===== src/rtl/adc_ramp_counter.sv =====
// Conversion counter for the column-parallel single-slope ADC.
// One start launches a conversion that counts from the start value to the
// terminal value (up: 0 -> max_count, down: max_count -> 0), then pulses done.
// Binary and Gray counts are updated on the same edge so that column latches
// can sample the Gray bus safely while the comparator ramps.
//
// state | meaning
// ------+-----------------------------------------------------------
// IDLE  | waiting for start; count keeps the last result
// COUNT | conversion running; busy=1; abort > hold > terminal > step
// DONE  | one-cycle completion pulse, then back to IDLE
module adc_ramp_counter #(
  parameter int width     = 8,
  parameter int max_count = 2**width - 1
) (
  input  logic             clk,
  input  logic             reset,
  input  logic             start,
  input  logic             abort,
  input  logic             down,
  input  logic             hold,
  output logic [width-1:0] count,
  output logic [width-1:0] gray,
  output logic             busy,
  output logic             done
);

  typedef enum logic [1:0] {
    IDLE  = 2'd0,
    COUNT = 2'd1,
    DONE  = 2'd2
  } state_t;

  localparam logic [width-1:0] top_val = width'(max_count);
  localparam logic [width-1:0] one     = width'(1);

  state_t           state;
  logic             dir_down;
  logic [width-1:0] step_val;
  logic [width-1:0] term_val;

  function automatic logic [width-1:0] to_gray(input logic [width-1:0] b);
    return b ^ (b >> 1);
  endfunction

  // Next count value and terminal value for the latched direction.
  always_comb begin
    step_val = count + one;
    term_val = top_val;
    if (dir_down) begin
      step_val = count - one;
      term_val = '0;
    end
  end

  // Conversion state machine; every output is registered here.
  always_ff @(posedge clk) begin
    if (reset) begin
      state    <= IDLE;
      count    <= '0;
      gray     <= '0;
      busy     <= 1'b0;
      done     <= 1'b0;
      dir_down <= 1'b0;
    end else begin
      case (state)
        IDLE: begin
          done <= 1'b0;
          busy <= 1'b0;
          if (start && !abort) begin
            dir_down <= down;
            busy     <= 1'b1;
            state    <= COUNT;
            if (down) begin
              count <= top_val;
              gray  <= to_gray(top_val);
            end else begin
              count <= '0;
              gray  <= '0;
            end
          end
        end
        COUNT: begin
          if (abort) begin
            busy  <= 1'b0;
            state <= IDLE;
          end else if (hold) begin
            state <= COUNT;
          end else if (count == term_val) begin
            busy  <= 1'b0;
            done  <= 1'b1;
            state <= DONE;
          end else begin
            count <= step_val;
            gray  <= to_gray(step_val);
          end
        end
        DONE: begin
          done  <= 1'b0;
          busy  <= 1'b0;
          state <= IDLE;
        end
        default: begin
          done  <= 1'b0;
          busy  <= 1'b0;
          state <= IDLE;
        end
      endcase
    end
  end

endmodule


===== config.mk =====
export PLATFORM = sky130hd
export DESIGN_NAME = adc_ramp_counter
export DESIGN_NICKNAME = d
export VERILOG_FILES = /design/src/rtl/adc_ramp_counter.sv
export SDC_FILE = /design/constraint.sdc
export NUM_CORES = 1
export LEC_CHECK = 0
export ABC_AREA = 1
export BUFFER_PORTS_ARGS = -buffer_cell sky130_fd_sc_hd__buf_2
export CAP_MARGIN = 10
export CORE_UTILIZATION = 43
export CTS_BUF_LIST = sky130_fd_sc_hd__clkbuf_4 sky130_fd_sc_hd__clkbuf_8
export DETAILED_ROUTE_END_ITERATION = 12
export GPL_TIMING_DRIVEN = 1
export PLACE_DENSITY_LB_ADDON = 0.15
export SLEW_MARGIN = 20
export SYNTH_ARGS = -nofsm -noshare
export SYNTH_HDL_FRONTEND = slang
export SYNTH_SLANG_ARGS = --single-unit

===== constraint.sdc =====
create_clock -name clk -period 4.4 [get_ports clk]
set_input_delay 0.88 -clock clk [delete_from_list [all_inputs] [get_ports clk]]
set_output_delay 0.88 -clock clk [all_outputs]
set_load 0.01 [all_outputs]

# Word-level counts from Yosys, hierarchy flattened
# Index checks and enable logic that the tools add are counted.
# Widths: inputs -> output; s select.
[totals]
reg_bits = 21
[op_classes]
n_addsub = 2
n_eq_ne = 9
mux = 24
bitwise_logic = 4
n_reduce_logical = 10
[op_table]
columns = ["op", "count"]
rows = [
  ["$mux 8", 12],
  ["$pmux 8 s2", 2],
  ["$add 8x1->8 const B", 1],
  ["$eq 8x8->1", 1],
  ["$mux 2", 4],
  ["$ne 2x2->1 const B", 4],
  ["$sub 8x1->8 const B", 1],
  ["$xor 8x7->8", 1],
  ["$ne 3x3->1 const B", 2],
  ["$reduce_and 2->1", 3],
  ["$reduce_and 5->1", 1],
  ["$mux 1", 4],
  ["$ne 4x4->1 const B", 1],
  ["$pmux 2 s2", 1],
  ["$not 1->1", 3],
  ["$reduce_and 3->1", 1],
  ["$eq 2x1->1 const B", 1],
  ["$logic_not 2->1", 1],
  ["$pmux 1 s2", 1],
  ["$reduce_bool 2->1", 1],
  ["$reduce_or 2->1", 1],
  ["$logic_and 1x1->1", 1],
  ["$logic_not 1->1", 1],
]

# Longest topological paths before layout
# Gate-level depths: netlist of the first run.
[depth]
depth_word = 7
depth_mapped = 11

# Least setup slack after synthesis of the first run
# Ideal clock, no wire load.
[synth_path]
kind = "input -> register"
from = "input port abort"
to = "register count[4]"
setup_time_ns = 0.117
arrival_ns = 1.637
required_ns = 4.283
setup_slack_ns = 2.646
cell_stages = 8
cell_sequence = "nor2_1 > inv_1 > o21ai_4 > nand2_4 > inv_6 > nand2_2 > a21oi_1 > nor2_1"
[synth_via]
elab_chain_len = 4
elab_cells_between_ends = 5
cone_classes = "eq/ne (2); reduce/logical (3)"
[synth_rtl]
columns = ["item", "line", "text"]
rows = [
  ["start, declared", "19", "input logic abort,"],
  ["$logic_not 1->1", "70", "if (start && !abort) begin"],
  ["$logic_and 1x1->1", "70", ""],
  ["$ne 2x2->1 (no line)", "--", ""],
  ["$reduce_and 5->1 (no line) (*)", "--", ""],
  ["end signal, assigned", "75", "count <= top_val;"],
  ["end signal, assigned", "94", "count <= step_val;"],
  ["end, declared", "22", "output logic [width-1:0] count,"],
]
# Every way passes the cells marked *; elsewhere a longest branch is shown, timed or not.
# A chain may end at the register's enable or synchronous reset.

# Final worst setup path of the first run
[layout_path]
from = "register dir_down"
to = "register gray[6]"
[layout_via]
elab_chain_len = 6
elab_cells_between_ends = 10
cone_classes = "eq/ne (2); mux (6); bitwise (1); reduce/logical (1)"
[layout_rtl]
columns = ["item", "line", "text"]
rows = [
  ["start, declared", "38", "logic dir_down;"],
  ["start signal, assigned", "71", "dir_down <= down;"],
  ["$mux 8", "50", "if (dir_down) begin"],
  ["$xor 8x7->8", "43", "return b ^ (b >> 1);"],
  ["$mux 8", "89", "end else if (count == term_val) begin"],
  ["$mux 8", "87", "end else if (hold) begin"],
  ["$mux 8", "84", "if (abort) begin"],
  ["$pmux 8 s2", "66", "case (state)"],
  ["end signal, assigned", "76", "gray <= to_gray(top_val);"],
  ["end signal, assigned", "95", "gray <= to_gray(step_val);"],
  ["end, declared", "23", "output logic [width-1:0] gray,"],
]
# Parallel ways exist; a longest one is shown, timed or not. The select of a mux whose other input is x is not followed.

==> results.md, run 1 <==
- Status: finished clean
- Register share of total power: 0.426
- Headroom to the max-slew limit: 0.728
- Hold-fix buffers at CTS: 0
- Core area: 2780 um2
- Full die area: 3200 um2
- Post-Layout Cell Count: 246
- Number of global-route vias before repair: 1161
- Drt total wl: 2910 um
- Final period utilization: 0.453
- Largest net degree at the start of global routing: 17
- Die W: 56.5 um
- Synth area leader: dfxtp_1
- Asr flop ratio synth: 0
- Sequential fraction of the synthesis area: 0.313
- GP Congestion: 0.824
- Mean post-synth cell area: 6.63 um2
- Gr usage total: 0.199
- Clock sinks: 20
- Overflow after GRT: 0
- DRC viols: 0
- First-pass GRT wire length: 5060 um
- # rows: 19
- Net count after synthesis: 206
- RSZ-0062 raised after global routing: no
- Fin crit period: 2.00 ns
- Final hold viol count: 0
- Setup bufs post-CTS: 0
- Clk pin slew, worst setup/hold paths: 0.12 ns
- Synthesized flop and latch total: 20
- Mapped Cells: 193
- Power per cell area: 332 nW/um2
- Root Driver: clkbuf_4
- Most common cell in the netlist: nand2_1
- Final instance area: 1440 um2
- Post-synthesis cell type count: 26
- DP Wirelength: 2320 um
- Cell area after placement: 1390 um2
- Int Power: 0.329 mW
- Crit path capture type: flip-flop
- Num CTS Buffers: 3
- Crit Path Max Fanout: 10
- Main synth FF type: dfxtp_1
- Slew Viols, Final: 0
- Iteration count of the initial detailed-routing pass: 4
- Actual slew at the worst max-slew pin: 0.408 ns
- Max VDD drop: 0.241 mV
- Port buffer count: 23
- Synth top area cells: dfxtp_1 (31%), nand2_1 (13%), nor2_1 (9.7%), nand3_1 (7.8%), a21oi_1 (5.9%)
- Share of cells above drive strength 1: 0.158
- Post-DRT Antenna Nets: 0
- Synth warn: 0
- 1st-iter DRT viols: 39
- I/O pins: 24
- Vias per Instance: 5.28
- Initial antenna violation count: 0
- Setup TNS Final: 0 ns
- Combinational Power Share: 0.255
- Die extent in y: 56.5 um
- Final-layout fill cell count: 272
- Clock skew: 0.00566 ns
- Yosys top cell area share: 0.313
- Starting density of the core: 0.460
- EDFF count, synth: 0
- Diodes inserted: 0
- Post-route setup slack: 2.40 ns
- CP required: 4.65 ns
- P_leak: 0.747 nW
- Post-CTS Resized: 0
- CTS tree: built
- Hold Slack: 0.473 ns
- Switching pwr: 0.150 mW
- Setup Crit Path Kind: flip-flop to flip-flop
- Clock latency on the worst-skew pair: 0.31 ns
- Placed Cells: 242
- Maximum clock frequency: 0.501 GHz
- Crit path DAT: 2.25 ns
- Endpoints failing setup: 0
- CTS Buffer Depth: 2
- H-tree level count: 1
- CP Launch Type: flip-flop
- Max_cap viols: 0
- Switch share: 0.314
- Routed wire per std cell: 11.8 um
- Commonest cells post-synth: nand2_1 (44), nor2_1 (33), dfxtp_1 (20), nand3_1 (20), inv_1 (16)
- Clk pwr share: 0.319
- Layout area overhead: 12.8%
- HP Class: flip-flop to flip-flop
- Pre-CTS setup slack: 2.35 ns
- Vias: 1298
- Nets@finish: 229
- Mapped Area: 1280 um2
[placed cells by master (no fill, tap or decap)]
master	count
fa_1	1
nand3b_1	3
nand2_4	1
nand2_2	1
o22ai_1	3
a31o_2	1
bufinv_16	1
or2_1	2
o21ai_1	9
inv_6	1
nor2_1	33
inv_1	16
o21ai_0	6
xnor2_1	3
clkbuf_4	3
inv_2	1
nand3_1	20
o21ai_4	1
nand2_1	44
or2_2	1
ha_1	6
dfxtp_1	20
a21oi_1	15
buf_2	23
[path summary, 6_finish.rpt]
| kind | start | endpoint | slack, ns | depth (start not counted) |
|---|---|---|---|---|
| worst min register to register | gray[4]$_SDFFE_PP0P_ | gray[4]$_SDFFE_PP0P_ | 0.47 | 2 |
| worst max register to register | dir_down$_SDFFE_PP0P_ | gray[6]$_SDFFE_PP0P_ | 2.40 | 9 |
| worst max-delay path | dir_down$_SDFFE_PP0P_ | gray[6]$_SDFFE_PP0P_ | 2.40 | 9 |
| worst min-delay path | gray[4]$_SDFFE_PP0P_ | gray[4]$_SDFFE_PP0P_ | 0.47 | 2 |
[layer usage]
metal / global-route usage / routed length [um] / up-vias
met1: 0.282 / 1460 / 586
met3: 0.0323 / 119 / 4
met5: 0 / 0 / -
li1: - / - / 682
met4: 0.0697 / 36 / 0
met2: 0.303 / 1290 / 26
[worst max-delay path, cell delays in order (launching register included)]
cell     delay [ns]
dfxtp_1        0.59
ha_1           0.37
or2_2          0.33
nand3_1        0.13
nand2_1        0.09
nand2_1        0.06
nand2_1        0.08
nand2_1        0.08
nand3_1        0.07
a21oi_1        0.13
[area by class of cell]
class / count / area, um2 / share of cell area
Timing Repair Buffer: 23 / 115 / 0.0798
Sequential cell: 20 / 400 / 0.278
Inverter: 18 / 72.6 / 0.0503
Clock buffer: 3 / 22.5 / 0.0156
Clock inverter: 1 / 30.0 / 0.0208
Tap cell: 31 / 38.8 / 0.0269
Multi-Input combinational cell: 150 / 763 / 0.529
[power groups by stage]
stage | Combinational [mW] | Clock (mW) | Sequential [mW]
6_report | 0.122 | 0.153 | 0.204
5_1_grt | 0.136 | 0.161 | 0.206
4_1_cts | 0.121 | 0.152 | 0.204
3_5_place_dp | 0.121 | 0 | 0.208
3_3_place_gp | 0.120 | 0 | 0.207
2_1_floorplan | 0.0880 | 0 | 0.210
[registers in the layout (all words and copies together), names as in the netlist]
name and flops:
state 2, done 1, gray 7, dir_down 1, busy 1, count 8
[kinds of logic (layout without fill, tap and decap cells)]
logic type | Yosys count | count (layout) | synth area share
flops | 20 | 20 | 0.313
simple gates | 105 | 105 | 0.350
fa+ha+maj | 7 | 7 | 0.0744
buf+inv | 23 | 45 | 0.0900
xor+xnor | 3 | 3 | 0.0206
compound gates | 35 | 35 | 0.152
[per-stage QoR]
stage / total power, mW / util
2_1_floorplan: 0.298 / -
3_3_place_gp: 0.327 / 0.500
3_5_place_dp: 0.329 / 0.500
4_1_cts: 0.478 / 0.519
5_1_grt: 0.503 / 0.519
6_report: 0.479 / 0.519
Note: power is estimated with default switching activity, not from simulation.
==> run 2: changes to the inputs <==
--- a/config.mk
+++ b/config.mk
@@ -5,7 +5,7 @@
 export SDC_FILE = /design/constraint.sdc
 export NUM_CORES = 1
 export LEC_CHECK = 0
-export ABC_AREA = 1
+export ABC_AREA = 0
 export BUFFER_PORTS_ARGS = -buffer_cell sky130_fd_sc_hd__buf_2
 export CAP_MARGIN = 10
 export CORE_UTILIZATION = 43
==> constraint.sdc (replaced) <==
create_clock -name clk -period 1.7 [get_ports clk]
set_input_delay 0.34 -clock clk [delete_from_list [all_inputs] [get_ports clk]]
set_output_delay 0.34 -clock clk [all_outputs]
set_load 0.01 [all_outputs]
==> results.md, run 2 <==
- Asr flop ratio synth: 0 (unchanged)
- Multiplexer share of the synthesized area: 0.00782 (+0.00782)
- Placed Cells: 231 (-4.5%)
- Most frequent cells in the layout: buf_4 (30), buf_2 (23), dfxtp_1 (17)
- Hold Path End: state[1]$_SDFFE_PP0P_
- Crit path capture type: flip-flop
- CP bufs+invs: 0 (unchanged)
- Net count after synthesis: 167 (-19%)
- CTS Buffer Depth: 2 (unchanged)
- Max VDD drop: 0.595 mV (+150%)
- Register share of total power: 0.426 (about the same)
- P_leak: 0.742 nW (-0.59%)
- Post-route setup slack: -0.440 ns (-2.84 ns)
- Synth warn: 0 (unchanged)
- GP Congestion: 0.871 (+5.7%)
- CP Launch Type: flip-flop
- CTS tree: built
- Initial antenna violation count: 0 (unchanged)
- Reg2Reg Setup Slack: -0.44 ns (-2.84 ns)
- Final period utilization: 1.26 (+0.805)
- Mapped Cells: 154 (-20%)
- Combinational Power Share: 0.335 (+0.080)
- Port buffer count: 23 (unchanged)
- Adder-cell share of the synthesized area: 0.0743 (about the same)
- Synthesized flop and latch total: 20 (unchanged)
- Clock skew: 0.00343 ns (-0.00223 ns)
- Vias: 1362 (+4.9%)
- Crit Path Max Fanout: 9 (-1)
- Most common cell in the netlist: dfxtp_1
- XOR/XNOR Fraction of Synth Area: 0.0411 (+0.0205)
- Slowest stage delay, CP: 0.48 ns (-0.11 ns)
- Fin crit period: 2.14 ns (+0.144 ns)
- Setup Crit Path Kind: flip-flop to flip-flop
- Crit Reg-Reg Endpoint: gray[6]$_SDFFE_PP0P_
- Vias per Instance: 5.77 (+9.4%)
- Largest family of logic cells by synthesized area: simple AND/OR/NAND/NOR gates
- Die extent in y: 56.6 um (about the same)
- Synth top area cells: dfxtp_1 (31%), ha_1 (5.9%), a21oi_1 (5.1%), nor2_1 (4.7%), xnor2_1 (4.1%)
- Post-DRT Antenna Nets: 0 (unchanged)
- Clock sinks: 20 (unchanged)
- Slowest-stage cell, CP: dfxtp_4
- Number of global-route vias before repair: 1302 (+12%)
- Clock latency on the worst-skew pair: 0.31 ns (about the same)
- 1st-iter DRT viols: 43 (+10%)
- EDFF count, synth: 0 (unchanged)
- Largest registers: count x8, gray x7, state x2
- Failing checks: negative setup slack
- DRC viols: 0 (unchanged)
- Power per cell area: 666 nW/um2 (+100%)
- Drt total wl: 3490 um (+20%)
- Yosys top cell area share: 0.313 (about the same)
- Largest reg by FF count: count
- Starting density of the core: 0.460 (about the same)
- # rows: 19 (unchanged)
- Crit-path cells: ha_4 > and3b_1 > a211oi_1 > o311ai_2 > or3_1 > a32o_1
- Iteration count of the initial detailed-routing pass: 4 (unchanged)
- Clk pwr share: 0.240 (-0.079)
- Final-layout fill cell count: 242 (-11%)
- Top cell family by delay on the critical path: compound AO/OA/AOI/OAI gates
- CP required: 1.92 ns (-2.73 ns)
- Max_cap viols: 0 (unchanged)
- Maximum clock frequency: 0.467 GHz (-6.7%)
- RSZ-0062 raised after global routing: yes
- Full die area: 3200 um2 (+0.11%)
- H-tree level count: 1 (unchanged)
- HP Class: primary input to flip-flop
- Commonest cells post-synth: dfxtp_1 (20), nor2_1 (16), a21oi_1 (13), nand2_1 (13), nor3_1 (8)
- Slew Viols, Final: 0 (unchanged)
- Diodes inserted: 0 (unchanged)
- Post-Layout Cell Count: 236 (-4.1%)
- Commonest non-fill, non-tap cell in the layout: buf_4
- Nets@finish: 219 (-4.4%)
- Hold Slack: 0.303 ns (-0.170 ns)
- Switching pwr: 0.385 mW (+160%)
- Reg2Reg Depth: 6 (-3)
- Hold-fix buffers at CTS: 0 (unchanged)
- Final hold viol count: 0 (unchanged)
- Crit path DAT: 2.36 ns (+0.11 ns)
- Largest net degree at the start of global routing: 21 (+4)
- Mean post-synth cell area: 8.31 um2 (+25%)
- Mapped Area: 1280 um2 (about the same)
- Area share of and/or/nand/nor cells after synthesis: 0.272 (-0.0785)
- Status: complete, but fails checks
- Endpoints failing setup: 19 (+19)
- I/O pins: 24 (unchanged)
- Setup TNS Final: -5.57 ns (-5.57 ns)
- Die W: 56.6 um (about the same)
- Overflow after GRT: 0 (unchanged)
- Share of cells above drive strength 1: 0.405 (+0.247)
- Gr usage total: 0.237 (+0.0389)
- Synth Area in Compound Gates: 0.247 (+0.0956)
- Headroom to the max-slew limit: 0.619 (-0.109)
- Post-synthesis cell type count: 44 (+69%)
- Routed wire per std cell: 14.8 um (+25%)
- Sequential cell area: 409 um2 (+2.2%)
- Min-delay src: abort
- Sequential fraction of the synthesis area: 0.313 (about the same)
- Main synth FF type: dfxtp_1
- Multi-input gate area: 947 um2 (+24%)
- Synth area leader: dfxtp_1
- DP Wirelength: 2650 um (+14%)
- Int Power: 0.820 mW (+150%)
- Layout area overhead: 41.4%
- R2r startpoint: dir_down$_SDFFE_PP0P_
- Root Driver: clkbuf_4
- Power, Total: 1.20 mW (+150%)
- Num CTS Buffers: 3 (unchanged)
- Hold depth: 3 (+1)
- Clk pin slew, worst setup/hold paths: 0.12 ns (about the same)
- Max reg flops: 8 (unchanged)
- Core area: 2780 um2 (unchanged)
- Actual slew at the worst max-slew pin: 0.565 ns (+0.158 ns)
- Switch share: 0.320 (+0.00604)
- First-pass GRT wire length: 5870 um (+16%)
-- run 2: changes by cell type after synthesis, moves of 8 or more --
cell	before	now
nor2_1	33	16
nand2_1	44	13
o21ai_1	9	0
nor3_1	0	8
inv_1	16	5
nand3_1	20	3
-- run 2: logic make-up after synthesis --
kind of cell,count (synthesis)
mux,1
buf+inv,12
flops,20
simple gates,66
fa+ha+maj,7
xor+xnor,6
compound gates,42
-- run 2: per-stage QoR --
step                      setup WS, ns  utilization  area [um2]
final                           -0.440        0.651        1810
after floorplan                 -0.303            -        1370
after global routing            -0.507        0.651        1810
after CTS                       -0.421        0.643        1790
after detailed placement        -0.409        0.618        1720
after global placement          -0.330        0.618        1720
-- run 2: timing repair --
item	in CTS	in global routing
pin swaps	1	0
buffers inserted	1	0
resized for setup	5	4
cloned	0	0
endpoints found under the setup margin	19	19
-- run 2: layout make-up --
type | instances | share of cell area
inverters | 5 | 0.0104
flip-flops and latches | 20 | 0.226
multi-input cells | 122 | 0.523
repair buffers | 54 | 0.199
clock buffers | 4 | 0.0200
well taps | 31 | 0.0214
-- run 2: power by group through the flow --
stage          clock (mW)  combinational, mW  sequential, mW
5_1_grt             0.316              0.444           0.517
4_1_cts             0.297              0.398           0.513
3_3_place_gp            0              0.380           0.522
6_report            0.289              0.403           0.513
2_1_floorplan           0              0.246           0.534
3_5_place_dp            0              0.390           0.523
-- run 2: worst max-delay path by stage --
| stage | end | slack, ns | from | cells past startpoint |
|---|---|---|---|---|
| after CTS | gray[6]$_SDFFE_PP0P_ | -0.42 | dir_down$_SDFFE_PP0P_ | 6 |
| final | gray[6]$_SDFFE_PP0P_ | -0.44 | dir_down$_SDFFE_PP0P_ | 6 |
| after floorplan | gray[6]$_SDFFE_PP0P_ | -0.30 | count[0]$_SDFFE_PP0P_ | 6 |
| after detailed placement | gray[6]$_SDFFE_PP0P_ | -0.41 | dir_down$_SDFFE_PP0P_ | 6 |
| after global routing | gray[6]$_SDFFE_PP0P_ | -0.51 | dir_down$_SDFFE_PP0P_ | 6 |
| after global placement | gray[6]$_SDFFE_PP0P_ | -0.33 | dir_down$_SDFFE_PP0P_ | 6 |
-- run 2: worst register-to-register path, cell delays in order, from the launching register on --
cell      delay, ns
dfxtp_4        0.48
ha_4           0.25
and3b_1        0.18
a211oi_1       0.28
o311ai_2       0.21
or3_1          0.40
a32o_1         0.25
-- run 2: metal layers --
| metal | wire length (um) | part of all wire | global-route usage |
|---|---|---|---|
| met1 | 1550 | 0.44 | 0.293 |
| met2 | 1700 | 0.49 | 0.400 |
| met3 | 137 | 0.039 | 0.0323 |
| met4 | 104 | 0.030 | 0.122 |
| met5 | 0 | 0 | 0 |
==> run 3: changes to the inputs <==
--- a/config.mk
+++ b/config.mk
@@ -6,7 +6,7 @@
 export NUM_CORES = 1
 export LEC_CHECK = 0
 export ABC_AREA = 0
-export BUFFER_PORTS_ARGS = -buffer_cell sky130_fd_sc_hd__buf_2
+export BUFFER_PORTS_ARGS = -buffer_cell sky130_fd_sc_hd__clkbuf_2
 export CAP_MARGIN = 10
 export CORE_UTILIZATION = 43
 export CTS_BUF_LIST = sky130_fd_sc_hd__clkbuf_4 sky130_fd_sc_hd__clkbuf_8
==> results.md, run 3 (synthesized netlist as in run 2, its figures left out) <==
- CTS tree: built
- Share of cells above drive strength 1: 0.395 (-0.00976)
- Layout area overhead: 40.5%
- Crit Path Max Fanout: 9 (unchanged)
- Post-route setup slack: -0.377 ns (+0.0621 ns)
- Number of global-route vias before repair: 1373 (+5.5%)
- Hold Slack: 0.322 ns (+0.0184 ns)
- Starting density of the core: 0.460 (unchanged)
- First-pass GRT wire length: 6030 um (+2.7%)
- Vias per Instance: 5.61 (-2.9%)
- Actual slew at the worst max-slew pin: 0.571 ns (+0.00599 ns)
- H-tree level count: 1 (unchanged)
- Core area: 2780 um2 (unchanged)
- # rows: 19 (unchanged)
- HP Class: primary input to flip-flop
- Max VDD drop: 0.520 mV (-13%)
- Nets@finish: 220 (+0.46%)
- 1st-iter DRT viols: 37 (-14%)
- Final hold viol count: 0 (unchanged)
- Die W: 56.6 um (unchanged)
- Crit-path cells: fa_2 > a211o_1 > a2111o_1 > o311ai_2 > o21ai_1 > a32o_1
- Largest net degree at the start of global routing: 20 (-4.8%)
- Setup TNS Final: -5.25 ns (+0.322 ns)
- Status: complete, but fails checks
- Crit path capture type: flip-flop
- Root Driver: clkbuf_4
- Failing checks: negative setup slack
- Max_cap viols: 0 (unchanged)
- Fin util: 0.646 (-0.00450)
- Gr usage total: 0.240 (+0.00219)
- Clk pin slew, worst setup/hold paths: 0.11 ns (about the same)
- Power per cell area: 638 nW/um2 (-4.1%)
- Vias: 1323 (-2.9%)
- Routed wire per std cell: 14.5 um (-1.6%)
- I/O pins: 24 (unchanged)
- Die extent in y: 56.6 um (unchanged)
- Crit Reg-Reg Endpoint: gray[6]$_SDFFE_PP0P_
- Slew Viols, Final: 0 (unchanged)
- Crit path DAT: 2.28 ns (-0.08 ns)
- Num CTS Buffers: 3 (unchanged)
- Reg2Reg Setup Slack: -0.38 ns (+0.06 ns)
- Max reg flops: 8 (unchanged)
- Slowest-stage cell, CP: dfxtp_4
- Pre-CTS setup slack: -0.397 ns (+0.0121 ns)
- CTS Buffer Depth: 2 (unchanged)
- GP Congestion: 0.859 (-1.4%)
- Largest registers: count x8, gray x7, state x2
- Clock skew: 0.00221 ns (-0.00122 ns)
- Iteration count of the initial detailed-routing pass: 4 (unchanged)
- Hold depth: 3 (unchanged)
- CP bufs+invs: 0 (unchanged)
- Overflow after GRT: 0 (unchanged)
- Top cell family by delay on the critical path: compound AO/OA/AOI/OAI gates
- CP required: 1.90 ns (-0.02 ns)
- RSZ-0062 raised after global routing: yes
- Setup Crit Path Kind: flip-flop to flip-flop
- Multi-input gate area: 937 um2 (-1.1%)
- Final-layout fill cell count: 252 (+4.1%)
- Slowest stage delay, CP: 0.44 ns (-0.04 ns)
- Headroom to the max-slew limit: 0.615 (-0.00403)
- Crit. path cell count: 6 (unchanged)
- Maximum clock frequency: 0.481 GHz (+3.0%)
- Hold Path End: dir_down$_SDFFE_PP0P_
- Clock latency on the worst-skew pair: 0.30 ns (about the same)
- R2r startpoint: dir_down$_SDFFE_PP0P_
- DP Wirelength: 2690 um (+1.5%)
- Final period utilization: 1.22 (-0.0366)
- Commonest non-fill, non-tap cell in the layout: buf_4
- Reg2Reg Depth: 6 (unchanged)
- CP Launch Type: flip-flop
- Endpoints failing setup: 19 (unchanged)
- Post-DRT Antenna Nets: 0 (unchanged)
- Drt total wl: 3430 um (-1.6%)
- Initial antenna violation count: 0 (unchanged)
- Power, Total: 1.15 mW (-4.7%)
- Port buffer count: 23 (unchanged)
- Clock sinks: 20 (unchanged)
- Largest reg by FF count: count
- Full die area: 3200 um2 (unchanged)
- Min-delay src: down
- DRC viols: 0 (unchanged)
- Fin crit period: 2.08 ns (-0.0621 ns)
- Sequential cell area: 409 um2 (unchanged)
- Most frequent cells in the layout: buf_4 (30), clkbuf_2 (23), dfxtp_1 (17)
- Diodes inserted: 0 (unchanged)
- P_leak: 0.726 nW (-2.1%)
run 3: final cells by class:
cell class                 count  share of cell area
tap                           31              0.0216
multi-input combinational    122               0.521
timing repair buffer          55               0.207
clock buffer                   3              0.0125
inverter                       5              0.0104
sequential                    20               0.228
run 3: worst max-delay path by stage:
stage / start / endpoint
floorplan: count[0]$_SDFFE_PP0P_ / gray[6]$_SDFFE_PP0P_
global placement: dir_down$_SDFFE_PP0P_ / gray[6]$_SDFFE_PP0P_
detailed placement: dir_down$_SDFFE_PP0P_ / gray[6]$_SDFFE_PP0P_
CTS: dir_down$_SDFFE_PP0P_ / gray[6]$_SDFFE_PP0P_
global route: dir_down$_SDFFE_PP0P_ / count[1]$_SDFFE_PP0P_
finish: dir_down$_SDFFE_PP0P_ / gray[6]$_SDFFE_PP0P_
run 3: metal layers:
layer | GRT usage | vias up | share of wire
li1 | - | 678 | -
met1 | 0.301 | 611 | 0.48
met2 | 0.402 | 26 | 0.46
met3 | 0.0300 | 8 | 0.033
met4 | 0.118 | 0 | 0.025
met5 | 0 | - | 0
run 3: worst register-to-register path, cell delays in order, from the launching register on:
cell	delay (ns)
dfxtp_4	0.44
fa_2	0.37
a211o_1	0.28
a2111o_1	0.38
o311ai_2	0.12
o21ai_1	0.13
a32o_1	0.27
run 3: per-stage QoR:
stage	cells	cell area (um2)
2_1_floorplan	154	1370
3_3_place_gp	232	1730
3_5_place_dp	232	1730
4_1_cts	236	1790
5_1_grt	236	1800
6_report	236	1800
run 3: report_power, final:
| part | internal [mW] | switching (mW) | leakage (nW) |
|---|---|---|---|
| registers | 0.489 | 0.0254 | 0.165 |
| clock network | 0.0825 | 0.148 | 0.0138 |
| logic | 0.202 | 0.201 | 0.548 |
| total | 0.774 | 0.374 | 0.726 |
run 3: repair_timing:
action	CTS	global route
buffers inserted	1	0
resized for setup	6	2
gates cloned	0	0
endpoints found under the setup margin	19	19
hold buffers	0	0
endpoints found under the hold margin	0	0
